[src/rtl/sw_press_decoder.sv]
// ---------------------------------------------------------------------------
// sw_press_decoder
//
// Turns four raw, bouncing slide/push switch levels into clean single-press
// events for the game FSM. A press is accepted only when exactly one switch
// has been stable for DB_CYCLES clocks while input is enabled. The press is
// then reported once, and the switches must be released (and the release
// debounced) before another press can count.
//
// Optional feature macro: SW_MULTI_PRESS_ERR_EN
//   defined   -> a debounced multi-switch pattern pulses err for one cycle
//   undefined -> err is held at 0 and multi-switch patterns are ignored
//
// Ports:
//   clk          system clock (CLOCK_50 at top level)
//   reset        synchronous, active-high reset
//   on_off       high while the game FSM accepts player input
//   sw[3:0]      raw asynchronous switch levels
//   press_valid  one-cycle pulse: debounced single-switch press
//   press_code   index of pressed switch, held until the next press_valid
//   busy         high whenever the FSM is not in IDLE
//   err          one-cycle pulse: debounced multi-switch press
// ---------------------------------------------------------------------------
module sw_press_decoder #(
  parameter int DB_CYCLES = 1_000_000
) (
  input  logic       clk,
  input  logic       reset,
  input  logic       on_off,
  input  logic [3:0] sw,
  output logic       press_valid,
  output logic [1:0] press_code,
  output logic       busy,
  output logic       err
);

  localparam int CNT_W = (DB_CYCLES > 1) ? $clog2(DB_CYCLES) : 1;
  localparam logic [CNT_W-1:0] CNT_LAST = CNT_W'(DB_CYCLES - 1);

  typedef enum logic [1:0] {
    IDLE       = 2'd0,
    DB_PRESS   = 2'd1,
    HELD       = 2'd2,
    DB_RELEASE = 2'd3
  } state_t;

  state_t           state, state_next;
  logic [CNT_W-1:0] cnt, cnt_next;
  logic [3:0]       pat, pat_next;
  logic [3:0]       sw_p0, sw_p1;
  logic [3:0]       ss;
  logic             pv_next, err_next;
  logic [1:0]       code_next;

  function automatic logic is_one_hot(input logic [3:0] p);
    return (p != 4'd0) && ((p & (p - 4'd1)) == 4'd0);
  endfunction

  function automatic logic [1:0] hot_index(input logic [3:0] p);
    logic [1:0] idx;
    idx = 2'd0;
    case (p)
      4'b0010: idx = 2'd1;
      4'b0100: idx = 2'd2;
      4'b1000: idx = 2'd3;
      default: idx = 2'd0;
    endcase
    return idx;
  endfunction

  // Stage p0/p1: two-flop synchronizer; everything downstream uses ss only.
  always_ff @(posedge clk) begin
    if (reset) begin
      sw_p0 <= 4'd0;
      sw_p1 <= 4'd0;
    end else begin
      sw_p0 <= sw;
      sw_p1 <= sw_p0;
    end
  end

  assign ss = sw_p1;

  // FSM next-state and registered-output logic.
  always_comb begin
    state_next = state;
    cnt_next   = cnt;
    pat_next   = pat;
    code_next  = press_code;
    pv_next    = 1'b0;
    err_next   = 1'b0;

    if (!on_off) begin
      // Disabling input parks the FSM in HELD so switches still down at
      // re-enable have to be released and debounced first.
      state_next = HELD;
      cnt_next   = '0;
    end else begin
      case (state)
        IDLE: begin
          if (ss != 4'd0) begin
            state_next = DB_PRESS;
            pat_next   = ss;
            cnt_next   = '0;
          end
        end

        DB_PRESS: begin
          if (ss == 4'd0) begin
            state_next = IDLE;
            cnt_next   = '0;
          end else if (ss != pat) begin
            // Pattern changed while bouncing: restart the stable-time window.
            pat_next = ss;
            cnt_next = '0;
          end else if (cnt == CNT_LAST) begin
            state_next = HELD;
            cnt_next   = '0;
            if (is_one_hot(pat)) begin
              pv_next   = 1'b1;
              code_next = hot_index(pat);
            end else begin
`ifdef SW_MULTI_PRESS_ERR_EN
              err_next = 1'b1;
`else
              err_next = 1'b0;
`endif
            end
          end else begin
            cnt_next = cnt + CNT_W'(1);
          end
        end

        HELD: begin
          if (ss == 4'd0) begin
            state_next = DB_RELEASE;
            cnt_next   = '0;
          end
        end

        DB_RELEASE: begin
          if (ss != 4'd0) begin
            state_next = HELD;
            cnt_next   = '0;
          end else if (cnt == CNT_LAST) begin
            state_next = IDLE;
            cnt_next   = '0;
          end else begin
            cnt_next = cnt + CNT_W'(1);
          end
        end

        default: begin
          state_next = HELD;
          cnt_next   = '0;
        end
      endcase
    end
  end

  // State and output registers.
  always_ff @(posedge clk) begin
    if (reset) begin
      state       <= HELD;
      cnt         <= '0;
      pat         <= 4'd0;
      press_valid <= 1'b0;
      press_code  <= 2'd0;
      err         <= 1'b0;
    end else begin
      state       <= state_next;
      cnt         <= cnt_next;
      pat         <= pat_next;
      press_valid <= pv_next;
      press_code  <= code_next;
      err         <= err_next;
    end
  end

  assign busy = (state != IDLE);

endmodule

[config.mk]
export PLATFORM = sky130hd
export DESIGN_NAME = sw_press_decoder
export DESIGN_NICKNAME = d
export VERILOG_FILES = /design/src/rtl/sw_press_decoder.sv
export SDC_FILE = /design/constraint.sdc
export NUM_CORES = 1
export LEC_CHECK = 0
export CAP_MARGIN = 15
export CORE_MARGIN = 2
export CORE_UTILIZATION = 53
export CTS_CLUSTER_DIAMETER = 30
export DETAILED_ROUTE_END_ITERATION = 16
export GPL_TIMING_DRIVEN = 0
export HOLD_SLACK_MARGIN = 0.08
export PLACE_DENSITY = 0.75
export SYNTH_ARGS = -nofsm -noshare
export SYNTH_HDL_FRONTEND = slang
export SYNTH_SLANG_ARGS = --single-unit
[constraint.sdc]
create_clock -name clk -period 1.8 [get_ports clk]
set_clock_uncertainty 0.05 [all_clocks]
set_input_delay 0.45 -clock clk [delete_from_list [all_inputs] [get_ports clk]]
set_output_delay 0.45 -clock clk [all_outputs]
set_load 0.02 [all_outputs]
==> impl_metrics.toml <==
[yosys]
ys_warn_count = 0
synth-edff-count = 0
synth_sequential_area_ratio_pct = 37.5
avgSynthCellArea_um2 = 8.59
synth_top_area_cell = "dfxtp_1"
async_flop_share_pct = 0
synth_area_leaders = "dfxtp_1, mux2i_1, a31oi_1, nand4_1, nor2b_1"
ys_types = 44
synth_flop_cell = "dfxtp_1"
synth_top_cell_area_share_pct = 37.5
netlist_area_um2 = 1980
synthCells = 230
syn-num-nets = 238
synth-seq-cells = 37

[global_route]
grt_pass1_vias = 1625
grt_util_all_layers_pct = 23.3
gr-total-overflow = 0
grt_max_degree = 13
grt_pass1_wl_um = 7520
antenna_found_initial = 0

[timing]
setup_viol = 1
rsz0062_at_grt = "yes"
post-route-period-util_pct = 100
fin_crit_ns = 1.80
setup_tns_ns = -0.000980
worst_slack_ns = -0.000980
hold_violations = 0
timing.hold.ws_ns = 0.388
fmax_mhz = 555
finalMaxSlewViolations = 0

[routing]
drt_iter0_markers = 269
drc = 0
wire_per_inst_um = 16.3
avgViaCountPerCell = 6.10
via_count = 1898
antenna_left = 0
finalWirelength_um = 5060
firstDrtPassIters = 5

[critical_path]
regToRegSetupSlack_ns = -0.001
reg2reg_from = "cnt[6]$_SDFFE_PP0P_"
crit_start = "cnt[6]$_SDFFE_PP0P_"
critPathMaxFanout = 7
worstPathArrival_ns = 1.98
reg2regPathDepth = 6
worstSetupPathType = "reg -> reg"
critPathRequiredTime_ns = 1.97
end_kind = "register"
reg2reg_to = "press_code[0]$_SDFFE_PP0P_"
start_kind = "register"

[power_and_ir_drop]
leakage_nw = 0.957
report.power.total_mw = 1.85
p_per_area_nw_per_um2 = 727
ir_worst_vdd_v = 0.000504

[clock_network]
cts.clk_slew.worst_paths_ns = 0.08
ctsRootBufferMaster = "clkbuf_8"
cts.sinks = 37
htree_levels = 2
cts_tree = "yes"
clock_latency_ns = 0.29
cts.path.max_buffers = 2
cts_buffers = 5

[worst_hold_path]
min_path_cells = 1
hold_path_end = "ss[1]$_SDFF_PP0_"
min_path_type = "reg -> reg"
hp-start = "sw_p0[1]$_SDFF_PP0_"

[final_layout]
stdcell_count = 311
nets = 270
drive_above_1_share_pct = 28.1
area_delta_synth_final_pct = 28.9
diodes = 0
finalInstanceArea_um2 = 2550
post-route-util_pct = 70.1

[run_status]
violations = "negative setup slack"
outcome = "finished, violations left"

[floorplanning]
dieArea_um2 = 4230
initial_core_util_pct = 54.4
core_um2 = 3630
die_w_um = 65.1
ios = 12
die_y_um = 65.1
row_count = 22

[placement]
place_area_um2 = 2140
pre_cts_slack_ns = -0.834
port_buffers = 10
dp.cells = 288
gp_congestion = 0.834
place_hpwl_um = 2840

[flow_run]
drv_cap = 0
==> cells in the mapped netlist (all sizes together), types with 6 or more instances <==
library cell,number
and3,9
o21ai,10
nand2,18
nand4,15
mux2i,11
nor3,6
buf,12
nor2b,11
nor2,11
clkbuf,6
a31oi,15
dfxtp,37
xor2,6
nand3,10
a21oi,6
==> worst max path at each step <==
stage               cells after the start  slack (ns)                         end
floorplan                               7       0.006        cnt[13]$_SDFFE_PP0P_
global placement                        7       -0.83        cnt[15]$_SDFFE_PP0P_
detailed placement                      7       -0.83        cnt[15]$_SDFFE_PP0P_
CTS                                     6      0.0006         cnt[6]$_SDFFE_PP0P_
global route                            6       -0.07         cnt[5]$_SDFFE_PP0P_
finish                                  6      -0.001  press_code[0]$_SDFFE_PP0P_
==> placed cells by master, fill, tap and decap left out, types with 5 or more instances in the layout <==
| master | synthesis | layout |
|---|---|---|
| dfxtp_1 | 37 | 29 |
| buf_4 | 2 | 20 |
| nand2_1 | 18 | 16 |
| nand4_1 | 15 | 15 |
| a31oi_1 | 15 | 14 |
| mux2i_1 | 11 | 11 |
| nor2b_1 | 11 | 11 |
| nor2_1 | 11 | 10 |
| nand3_1 | 10 | 10 |
| clkdlybuf4s50_1 | 0 | 8 |
| and3_1 | 9 | 7 |
| buf_6 | 2 | 7 |
| xor2_1 | 6 | 6 |
| dfxtp_2 | 0 | 6 |
| buf_2 | 7 | 5 |
| nor3_1 | 5 | 5 |
| o21ai_0 | 10 | 5 |
| clkbuf_8 | 0 | 5 |
==> metal layers <==
layer / global-route usage [%] / up-vias / share of wire, %
met1: 32.1 / 888 / 41
met4: 12.2 / 0 / 1.7
met3: 4.17 / 10 / 10
met2: 34.5 / 90 / 47
li1: - / 910 / -
met5: 0 / - / 0
==> cell families (layout without fill, tap and decap cells) <==
| kind of cell | count (synthesis) | count (layout) | share of synthesized area [%] |
|---|---|---|---|
| compound gates | 42 | 42 | 13.2 |
| xor+xnor | 11 | 11 | 4.88 |
| fa+ha+maj | 1 | 1 | 0.633 |
| buf+inv | 22 | 55 | 5.76 |
| flops | 37 | 37 | 37.5 |
| mux | 11 | 11 | 5.57 |
| other cells | 1 | 1 | 0.190 |
| simple gates | 105 | 105 | 32.2 |
==> critical path, cell delays in order (launching register included) <==
cell,delay [ns]
dfxtp_1,0.39
nor4b_2,0.33
and4b_2,0.35
nand4_1,0.14
buf_4,0.19
nand3b_1,0.17
a21oi_2,0.12
==> layout make-up <==
| cell class | instances | area, µm² |
|---|---|---|
| Buffer | 11 | 93.8 |
| Clock buffer | 5 | 68.8 |
| Clock inverter | 3 | 65.1 |
| Fill cell | 289 | 1090 |
| Inverter | 4 | 15.0 |
| Multi-Input combinational cell | 171 | 1230 |
| Sequential cell | 37 | 756 |
| Tap cell | 48 | 60.1 |
| Timing Repair Buffer | 32 | 262 |
==> sequential cells by signal, summed over array words and instances, names as in the netlist, named ones only <==
name and cells:
ss 4, sw_p0 4, press_valid 1, cnt 20, pat 4, state 1, press_code 2
==> power by group <==
group / internal [mW] / leakage, nW / total (mW) / switching, mW
Combinational: 0.0794 / 0.586 / 0.164 / 0.0849
Sequential: 0.826 / 0.303 / 0.837 / 0.0109
Clock: 0.550 / 0.0681 / 0.851 / 0.300
==> timing repair <==
item / in CTS / in global routing
setup endpoints to repair: 23 / 26
hold buffers: 0 / 0
setup buffers: 5 / 12
gates resized for setup: 20 / 38
pin swaps: 4 / 13
cloned: 1 / 4
Power figures use the tool's default switching activity.
==> RTL edit, RTL diff (same settings) <==
Encoding of `state_t`: now Gray code (2 bits for 4 states).
--- a/src/rtl/sw_press_decoder.sv
+++ b/src/rtl/sw_press_decoder.sv
@@ -38,10 +38,10 @@
   localparam logic [CNT_W-1:0] CNT_LAST = CNT_W'(DB_CYCLES - 1);
 
   typedef enum logic [1:0] {
-    IDLE       = 2'd0,
-    DB_PRESS   = 2'd1,
-    HELD       = 2'd2,
-    DB_RELEASE = 2'd3
+    IDLE       = 2'b00,
+    DB_PRESS   = 2'b01,
+    HELD       = 2'b11,
+    DB_RELEASE = 2'b10
   } state_t;
 
   state_t           state, state_next;
Behaviour: no difference found for any inputs over 10 cycles, from zero or initial values and one cycle with reset high; not proved beyond that.
==> RTL edit against the original RTL <==
- highest routed layer unchanged
- synthesized area shrank 3.5%
- sequential share of layout area grew 0.96 points
- critical path depth fell by 1
- wire length shrank 6.1%
- largest power group is now sequential cells
- the run still ends with negative setup slack left
- worst setup slack got worse by 370 ps
- critical endpoint unchanged
- sequential cell count is the same
- power decreased by 18%
- cell area is 1.5% lower
==> RTL edit: results (changes against the original RTL) <==
[synthesis]
yosysSeqAreaShare_pct=38.9  ; +1.4 points
synthDistinctLibCells=46  ; +4.5%
synthCells=210  ; -8.7%
synth.area.top_cells=dfxtp_1, nor3_1, xnor2_1
synthTopCellsByCount=dfxtp_1, nor3_1, nor2_1, xnor2_1

[place]
hpwl_mm=3.01  ; +5.7%
gp_congestion=0.768  ; -7.9%
place_inst=266  ; -7.6%

[pwr]
pwr-share-comb_pct=15.3  ; +6.4 points
powerComb_mw=0.233  ; +42%
p_leak_nw=0.962  ; +0.55%
ir_drop_v=0.000489  ; -3.0%
swShare_pct=26.2  ; +4.9 points
clkPwrFrac_pct=29.3  ; -17 points

[finish]
fin_nets=259  ; -4.1%
finalNonFillerCells=292  ; -6.1%
drive_gt1_share_pct=33.3  ; +5.2 points
largest_reg_flops=20  ; unchanged

[worst_setup_path]
startpoint=cnt[10]
cp_slowest_cell=or4_4
r2r_cells=5  ; -1
crit_fanout=5  ; -2
critPathMaxStageDelay_ps=530  ; +140 ps
arrival_ps=2410  ; +430 ps

[drt]
vias=1691  ; -11%
met3_length_um=163  ; -68%
wl_met1_mm=2.01  ; -4.1%
wl_met2_mm=2.45  ; +3.4%
first_iter_violations=103  ; -62%
drtPass1Iterations=6  ; +1
wl_mm=4.76  ; -6.1%

[timing]
finalSetupViolations=21  ; +20
setup_tns_ps=-2950  ; -2950 ps
holdWs_ps=400  ; +11.5 ps
setup_slack_ps=-366  ; -365 ps

[status]
outcome=finished, violations left
violations=negative setup slack

[hold_path]
min_from=sw_p0[2]
min_to=ss[2]

[clock_tree]
clock-root-buffer=clkbuf_4
clock_latency_ps=350  ; +60 ps
clk_pin_slew_worst_paths_ps=110  ; +30 ps

[global_route]
grtUsageMet2_pct=41.7  ; +7.1 points
grt_util_met3_pct=6.69  ; +2.5 points
grt_max_degree=11  ; -2
grtUsageMet1_pct=26.2  ; -5.9 points
track_usage_pct=23.3  ; about the same

[RTL edit: changes by cell type in the layout (fill, tap and decap cells not counted), sizes merged, moves of 6 or more]
cell   unedited run  this run
a31oi            15         1
xnor2             5        15
and3              9         2
buf              32        24
o21ai            10         3
nand4            15         6
nand2            18        12
nor3              6        27
[RTL edit: layout make-up]
cell class,count,area [um2]
plain buffers,8,57.6
clock buffers,7,55.1
well taps,46,57.6
repair buffers,29,256
inverters,5,18.8
fillers,234,881
multi-input cells,160,1290
flip-flops and latches,37,768
[RTL edit: metrics by stage]
stage	instance area, um2	worst slack, ps	util, %
2_1_floorplan	1960	-176	-
3_3_place_gp	2120	-531	62.4
3_5_place_dp	2120	-564	62.4
4_1_cts	2300	-341	67.9
5_1_grt	2510	-404	74.0
6_report	2510	-366	74.0
[RTL edit: logic make-up (layout without fill, tap and decap cells)]
logic type	count (synthesis)	after routing	synth area share, %
buf+inv	13	49	2.95
mux	7	7	3.68
flops	37	37	38.9
xor+xnor	24	24	11.0
simple gates	100	100	30.4
fa+ha+maj	6	6	3.94
other cells	1	1	0.197
compound gates	22	22	8.93
[RTL edit: worst max-delay path by stage]
stage	end	slack [ps]	cells past startpoint
after floorplan	press_code[0]	-180	5
after global placement	press_code[0]	-530	5
after detailed placement	press_code[0]	-560	5
after CTS	press_code[0]	-340	5
after global routing	press_code[0]	-400	5
final	press_code[0]	-370	5
[RTL edit: worst max-delay path: cells and delay by family (launching register included)]
family	cells	cell delay, ps
flip-flops	1	370
AND/OR/NAND/NOR	4	1550
AO/OA/AOI/OAI	1	120
[RTL edit: repair_timing]
| action | in CTS | in global routing |
|---|---|---|
| setup buffers | 5 | 14 |
| pin swaps | 5 | 12 |
| setup endpoints to repair | 29 | 32 |
| gates resized for setup | 19 | 38 |
